File: config.mk
export PLATFORM = sky130hd
export DESIGN_NAME = slot_timing_generator
export DESIGN_NICKNAME = d
export VERILOG_FILES = /design/src/rtl/slot_timing_generator.sv
export SDC_FILE = /design/constraint.sdc
export NUM_CORES = 1
export LEC_CHECK = 0
export CORE_UTILIZATION = 36
export DETAILED_ROUTE_END_ITERATION = 7
export PLACE_DENSITY = 0.87
export SLEW_MARGIN = 20
export SYNTH_ARGS = -nofsm -noshare
export SYNTH_HDL_FRONTEND = slang
export SYNTH_SLANG_ARGS = --single-unit
File: constraint.sdc
create_clock -name i_EMUCLK -period 3.7 [get_ports i_EMUCLK]
set_input_delay 0.74 -clock i_EMUCLK [delete_from_list [all_inputs] [get_ports i_EMUCLK]]
set_output_delay 0.74 -clock i_EMUCLK [all_outputs]
set_load 0.05 [all_outputs]
File: src/rtl/slot_timing_generator.sv
// Slot timing generator: phi1 prescaler, slot counter, decode taps
// and sample-hold strobes feeding every slot-synchronous pipeline.
module slot_timing_generator #(
    parameter int SLOTS    = 32,
    parameter int CHANNELS = 8,
    parameter int PRESCALE = 2,
    parameter int NTAPS    = 16,
    parameter int SH_DELAY = 5,
    localparam int CW  = $clog2(SLOTS),
    localparam int CHW = $clog2(CHANNELS),
    localparam int OPS = SLOTS / CHANNELS,
    localparam int OPW = (OPS > 1) ? $clog2(OPS) : 1
) (
    input  logic                i_EMUCLK,
    input  logic                i_RST,
    input  logic                i_phiM_PCEN_n,
    input  logic                i_FREEZE,
    input  logic [NTAPS*CW-1:0] i_TAP_VAL,
    input  logic [NTAPS*CW-1:0] i_TAP_MASK,
    output logic                o_MRST_n,
    output logic                o_phi1,
    output logic                o_phi1_PCEN_n,
    output logic                o_phi1_NCEN_n,
    output logic [CW-1:0]       o_SLOT,
    output logic [CHW-1:0]      o_CH,
    output logic [OPW-1:0]      o_OP,
    output logic [NTAPS-1:0]    o_TAP,
    output logic                o_SH1,
    output logic                o_SH2
);

    localparam int PW = $clog2(PRESCALE);
    localparam logic [PW-1:0] PH_LAST = PW'(PRESCALE - 1);
    localparam logic [PW-1:0] PH_NEG  = PW'(PRESCALE / 2 - 1);
    localparam logic [PW-1:0] PH_HALF = PW'(PRESCALE / 2);

    localparam logic [CW-1:0] Q1 = CW'(SLOTS / 4);
    localparam logic [CW-1:0] Q2 = CW'(SLOTS / 2);
    localparam logic [CW-1:0] Q3 = CW'(3 * SLOTS / 4);

    logic [PW-1:0]       phase;
    logic                phim;
    logic                ncen;
    logic                pcen;
    logic                step;
    logic [CW-1:0]       slot;
    logic [CW-1:0]       slot_nxt;
    logic [NTAPS-1:0]    tap_hit;
    logic                sh1_win;
    logic                sh2_win;
    logic [SH_DELAY-1:0] sh1_chain;
    logic [SH_DELAY-1:0] sh2_chain;

    assign phim = ~i_phiM_PCEN_n;
    assign ncen = phim && (phase == PH_NEG);
    assign pcen = phim && (phase == PH_LAST);
    assign step = ncen && !i_FREEZE;

    assign o_phi1        = (phase < PH_HALF);
    assign o_phi1_PCEN_n = ~pcen;
    assign o_phi1_NCEN_n = ~ncen;

    always_ff @(posedge i_EMUCLK) begin
        if (i_RST) begin
            phase <= '0;
        end else if (phim) begin
            phase <= (phase == PH_LAST) ? '0 : phase + PW'(1);
        end
    end

    // Windows are decoded on the slot being entered, so the strobe
    // lands SH_DELAY slots after the window start on o_SLOT.
    assign slot_nxt = o_MRST_n ? slot + CW'(1) : slot;
    assign sh1_win  = (slot_nxt >= Q1) && (slot_nxt < Q2);
    assign sh2_win  = (slot_nxt >= Q3);

    always_comb begin
        tap_hit = '0;
        for (int i = 0; i < NTAPS; i++) begin
            tap_hit[i] = ((slot ^ i_TAP_VAL[i*CW +: CW])
                          & i_TAP_MASK[i*CW +: CW]) == '0;
        end
    end

    always_ff @(posedge i_EMUCLK) begin
        if (i_RST) begin
            o_MRST_n  <= 1'b0;
            slot      <= '0;
            o_TAP     <= '0;
            sh1_chain <= '0;
            sh2_chain <= '0;
            o_SH1     <= 1'b0;
            o_SH2     <= 1'b0;
        end else begin
            if (ncen) begin
                o_MRST_n <= 1'b1;
            end
            if (step) begin
                slot      <= slot_nxt;
                o_TAP     <= tap_hit;
                sh1_chain <= (sh1_chain << 1) | SH_DELAY'(sh1_win);
                sh2_chain <= (sh2_chain << 1) | SH_DELAY'(sh2_win);
                o_SH1     <= sh1_chain[SH_DELAY-1] & o_MRST_n;
                o_SH2     <= sh2_chain[SH_DELAY-1] & o_MRST_n;
            end
        end
    end

    assign o_SLOT = slot;
    assign o_CH   = slot[CHW-1:0];

    generate
        if (OPS > 1) begin : g_op
            assign o_OP = slot[CW-1:CHW];
        end else begin : g_op_none
            assign o_OP = 1'b0;
        end
    endgenerate

endmodule

==> flow_metrics.py <==
metrics = {
    "synthesis": {
        "ys_top_cells_by_count": "xor2_1 (81), dfxtp_1 (35), nand2_1 (20)",
        "synth_top_family_by_area": "XOR/XNOR gates",
        "synth_compound_gate_area_share": 0.217,
        "yosys-top-cells-area": "xor2_1 (29%), dfxtp_1 (29%), a222oi_1 (6.6%), a31o_2 (6.5%), nor3b_1 (5.5%)",
        "ys.warnings.count": 0,
        "async_flop_share": 0,
        "yosysUniqueCellTypes": 26,
        "muxShareOfSynthArea": 0.00411,
        "synth_top_area_frac": 0.291,
        "synth_edf_count": 0,
        "synth_fa_ha_area_frac": 0.00514,
        "yosysSeqAreaShare": 0.288,
        "synthSimpleGateAreaFrac": 0.127,
        "ys.flop_type": "dfxtp_1",
        "syn_area_sq_mm": 0.00244,
        "avgSynthCellArea_sq_um": 9.09,
        "yosysTopAreaCell": "xor2_1",
        "synth_seq_cells": 35,
        "syn_inst": 268,
        "yosysMostFrequentCell": "xor2_1",
        "syn-num-nets": 433,
        "synth_xor_area_frac": 0.302,
    },
    "place": {
        "dp_hpwl_um": 7440,
        "gp_congestion": 0.870,
        "dpl_cell_area_sq_mm": 0.00441,
        "numPortBuffers": 195,
        "dp_cells": 523,
    },
    "setup_path": {
        "end_kind": "output port",
        "cp_cell_sequence": "clkdlybuf4s50_1 -> or2_2 -> clkdlybuf4s50_1",
        "r2r_slack_ns": 1.88,
        "path_max_fanout": 6,
        "worstRegToRegCells": 5,
        "start_kind": "input pin",
        "worstSetupStartpoint": "i_phiM_PCEN_n",
        "worstPathRequired_ns": 2.96,
        "cp.arrival_ns": 2.34,
        "critPathMaxStageDelay_ns": 0.80,
        "reg2reg_from": "o_SLOT[1]$_SDFFE_PP0P_",
        "path_class": "in2out",
        "crit_slowest_cell": "clkdlybuf4s50_1",
        "cpMostUsedCell": "clkdlybuf4s50_1",
    },
    "grt": {
        "grt_pass1_vias": 2942,
        "groute.usage.overall": 0.266,
        "grt_max_degree": 29,
        "grt_first_pass_wirelength_um": 14700,
        "grt-ovfl-total": 0,
        "antenna_found_initial": 0,
    },
    "pwr": {
        "power.internal_mw": 0.726,
        "max-vdd-ir-drop_mv": 0.144,
        "power.share.clock": 0.252,
        "p_leak_nw": 1.86,
        "finalPower_mw": 0.985,
        "cellPowerDensity_mw_per_mm2": 220,
        "sw_frac_of_total": 0.263,
        "share_comb_of_total_power": 0.351,
        "power.switching_mw": 0.260,
        "p_seq_frac": 0.397,
    },
    "sta": {
        "grt_setup_unrepaired": "false",
        "holdWs_ns": 0.455,
        "drv_slew": 0,
        "min_period_ns": 3.08,
        "setup_viol": 0,
        "final.period_utilization": 0.833,
        "clock.fmax_ghz": 0.324,
        "worst_pin_slew_ns": 0.660,
        "finClkSkew_ns": 0.00506,
        "relSlewSlack": 0.558,
        "setup_tns_ns": 0,
        "hold_violations": 0,
    },
    "final_layout": {
        "final-seq-area_sq_um": 701,
        "n_fill_cell": 507,
        "stdcell_count": 529,
        "drive_above_1_share": 0.0730,
        "multi_input_area_sq_mm": 0.00160,
        "nNetsFinal": 618,
        "final_cell_area_sq_mm": 0.00448,
        "area_growth_pct": 84.0,
        "n_antenna_cell": 0,
    },
    "cts": {
        "h-tree-depth": 2,
        "clock-sinks": 35,
        "cts_tree": "built",
        "cts_made_buffers": 5,
        "root_buffer": "clkbuf_8",
        "cts.repair.resized": 0,
        "ctsLongestPathBuffers": 2,
        "clkLatencyLatePin_ns": 0.28,
        "postCtsSetupRepairBufs": 0,
        "hold_buffers": 0,
        "path_clk_slew_ns": 0.06,
    },
    "routing": {
        "drcViolationCount": 26,
        "wirelength_um": 9300,
        "routedWlPerCell_um": 17.6,
        "vias_per_cell": 5.24,
        "ant_nets": 0,
        "dr.pass1.iters": 7,
        "drtIter0Drc": 136,
        "vias": 2774,
    },
    "hold_path": {
        "hold_path.startpoint": "sh1_chain[1]$_SDFFE_PP0P_",
        "hold_depth": 2,
        "hold_path_class": "reg2reg",
    },
    "floorplanning": {
        "die_w_um": 84.3,
        "die_h_um": 84.3,
        "row_count": 29,
        "initial_core_util": 0.377,
        "dieArea_sq_mm": 0.00710,
        "core_sq_mm": 0.00646,
        "pin_count": 196,
    },
    "run_status": {
        "status": "finished, violations left",
        "violations": "DRC",
    },
    "flow_run": {
        "maxCapViolations": 0,
    },
}
[final timing paths]
path / to
setup / recovery: o_phi1_NCEN_n
hold / removal: sh1_chain[2]$_SDFFE_PP0P_
hold reg to reg: sh1_chain[2]$_SDFFE_PP0P_
setup reg to reg: o_SLOT[4]$_SDFFE_PP0P_
[flip-flops by register name, summed over array words and instances, names as in the netlist]
signal     count
sh2_chain      5
o_TAP         16
o_SLOT         5
o_MRST_n       1
phase          1
o_SH2          1
sh1_chain      5
o_SH1          1
[power by group through the flow]
stage	Combinational, mW	Sequential, mW	Clock, mW
2_1_floorplan	0.0974	0.425	0
3_3_place_gp	0.339	0.399	0
3_5_place_dp	0.346	0.400	0
4_1_cts	0.347	0.392	0.256
5_1_grt	0.368	0.393	0.270
6_report	0.346	0.391	0.248
[metal layers]
layer	routed length, um	GRT usage	vias to the layer above
li1	-	-	1328
met1	3440	0.277	1290
met2	4760	0.508	137
met3	846	0.0816	19
met4	242	0.0831	0
met5	0	0	-
[cell usage in the layout, fill, tap and decap left out, types with 3 or more instances in the layout]
| cell | instances |
|---|---|
| nor3b_1 | 18 |
| xor2_1 | 81 |
| buf_4 | 7 |
| clkdlybuf4s50_1 | 195 |
| nand2_1 | 20 |
| a21oi_1 | 15 |
| clkbuf_8 | 5 |
| xnor2_1 | 3 |
| o21ai_0 | 3 |
| a222oi_1 | 16 |
| dfxtp_1 | 35 |
| a22oi_1 | 16 |
| or3_1 | 4 |
| a31o_2 | 18 |
[cells by family after synthesis]
logic type      count (synthesis)
xor+xnor                       84
compound gates                 68
simple gates                   53
flops                          35
buf+inv                        26
mux                             1
fa+ha+maj                       1
[critical path, delay by kind of cell]
family                 cells  cell delay (ns)
buffers and inverters      2             1.41
and+or+nand+nor            1             0.19
[final cells by class]
cell class / count / area share
flip-flops and latches: 35 / 0.156
multi-input cells: 207 / 0.357
well taps: 77 / 0.0215
clock buffers: 6 / 0.0162
repair buffers: 202 / 0.447
inverters: 2 / 0.00167
[per-stage QoR]
| step | worst slack [ns] | utilization |
|---|---|---|
| detailed placement | 0.639 | 0.683 |
| global route | 0.564 | 0.694 |
| finish | 0.616 | 0.694 |
| CTS | 0.628 | 0.694 |
| floorplan | 1.82 | - |
| global placement | 0.674 | 0.683 |
Note: power is estimated with default switching activity, not from simulation.
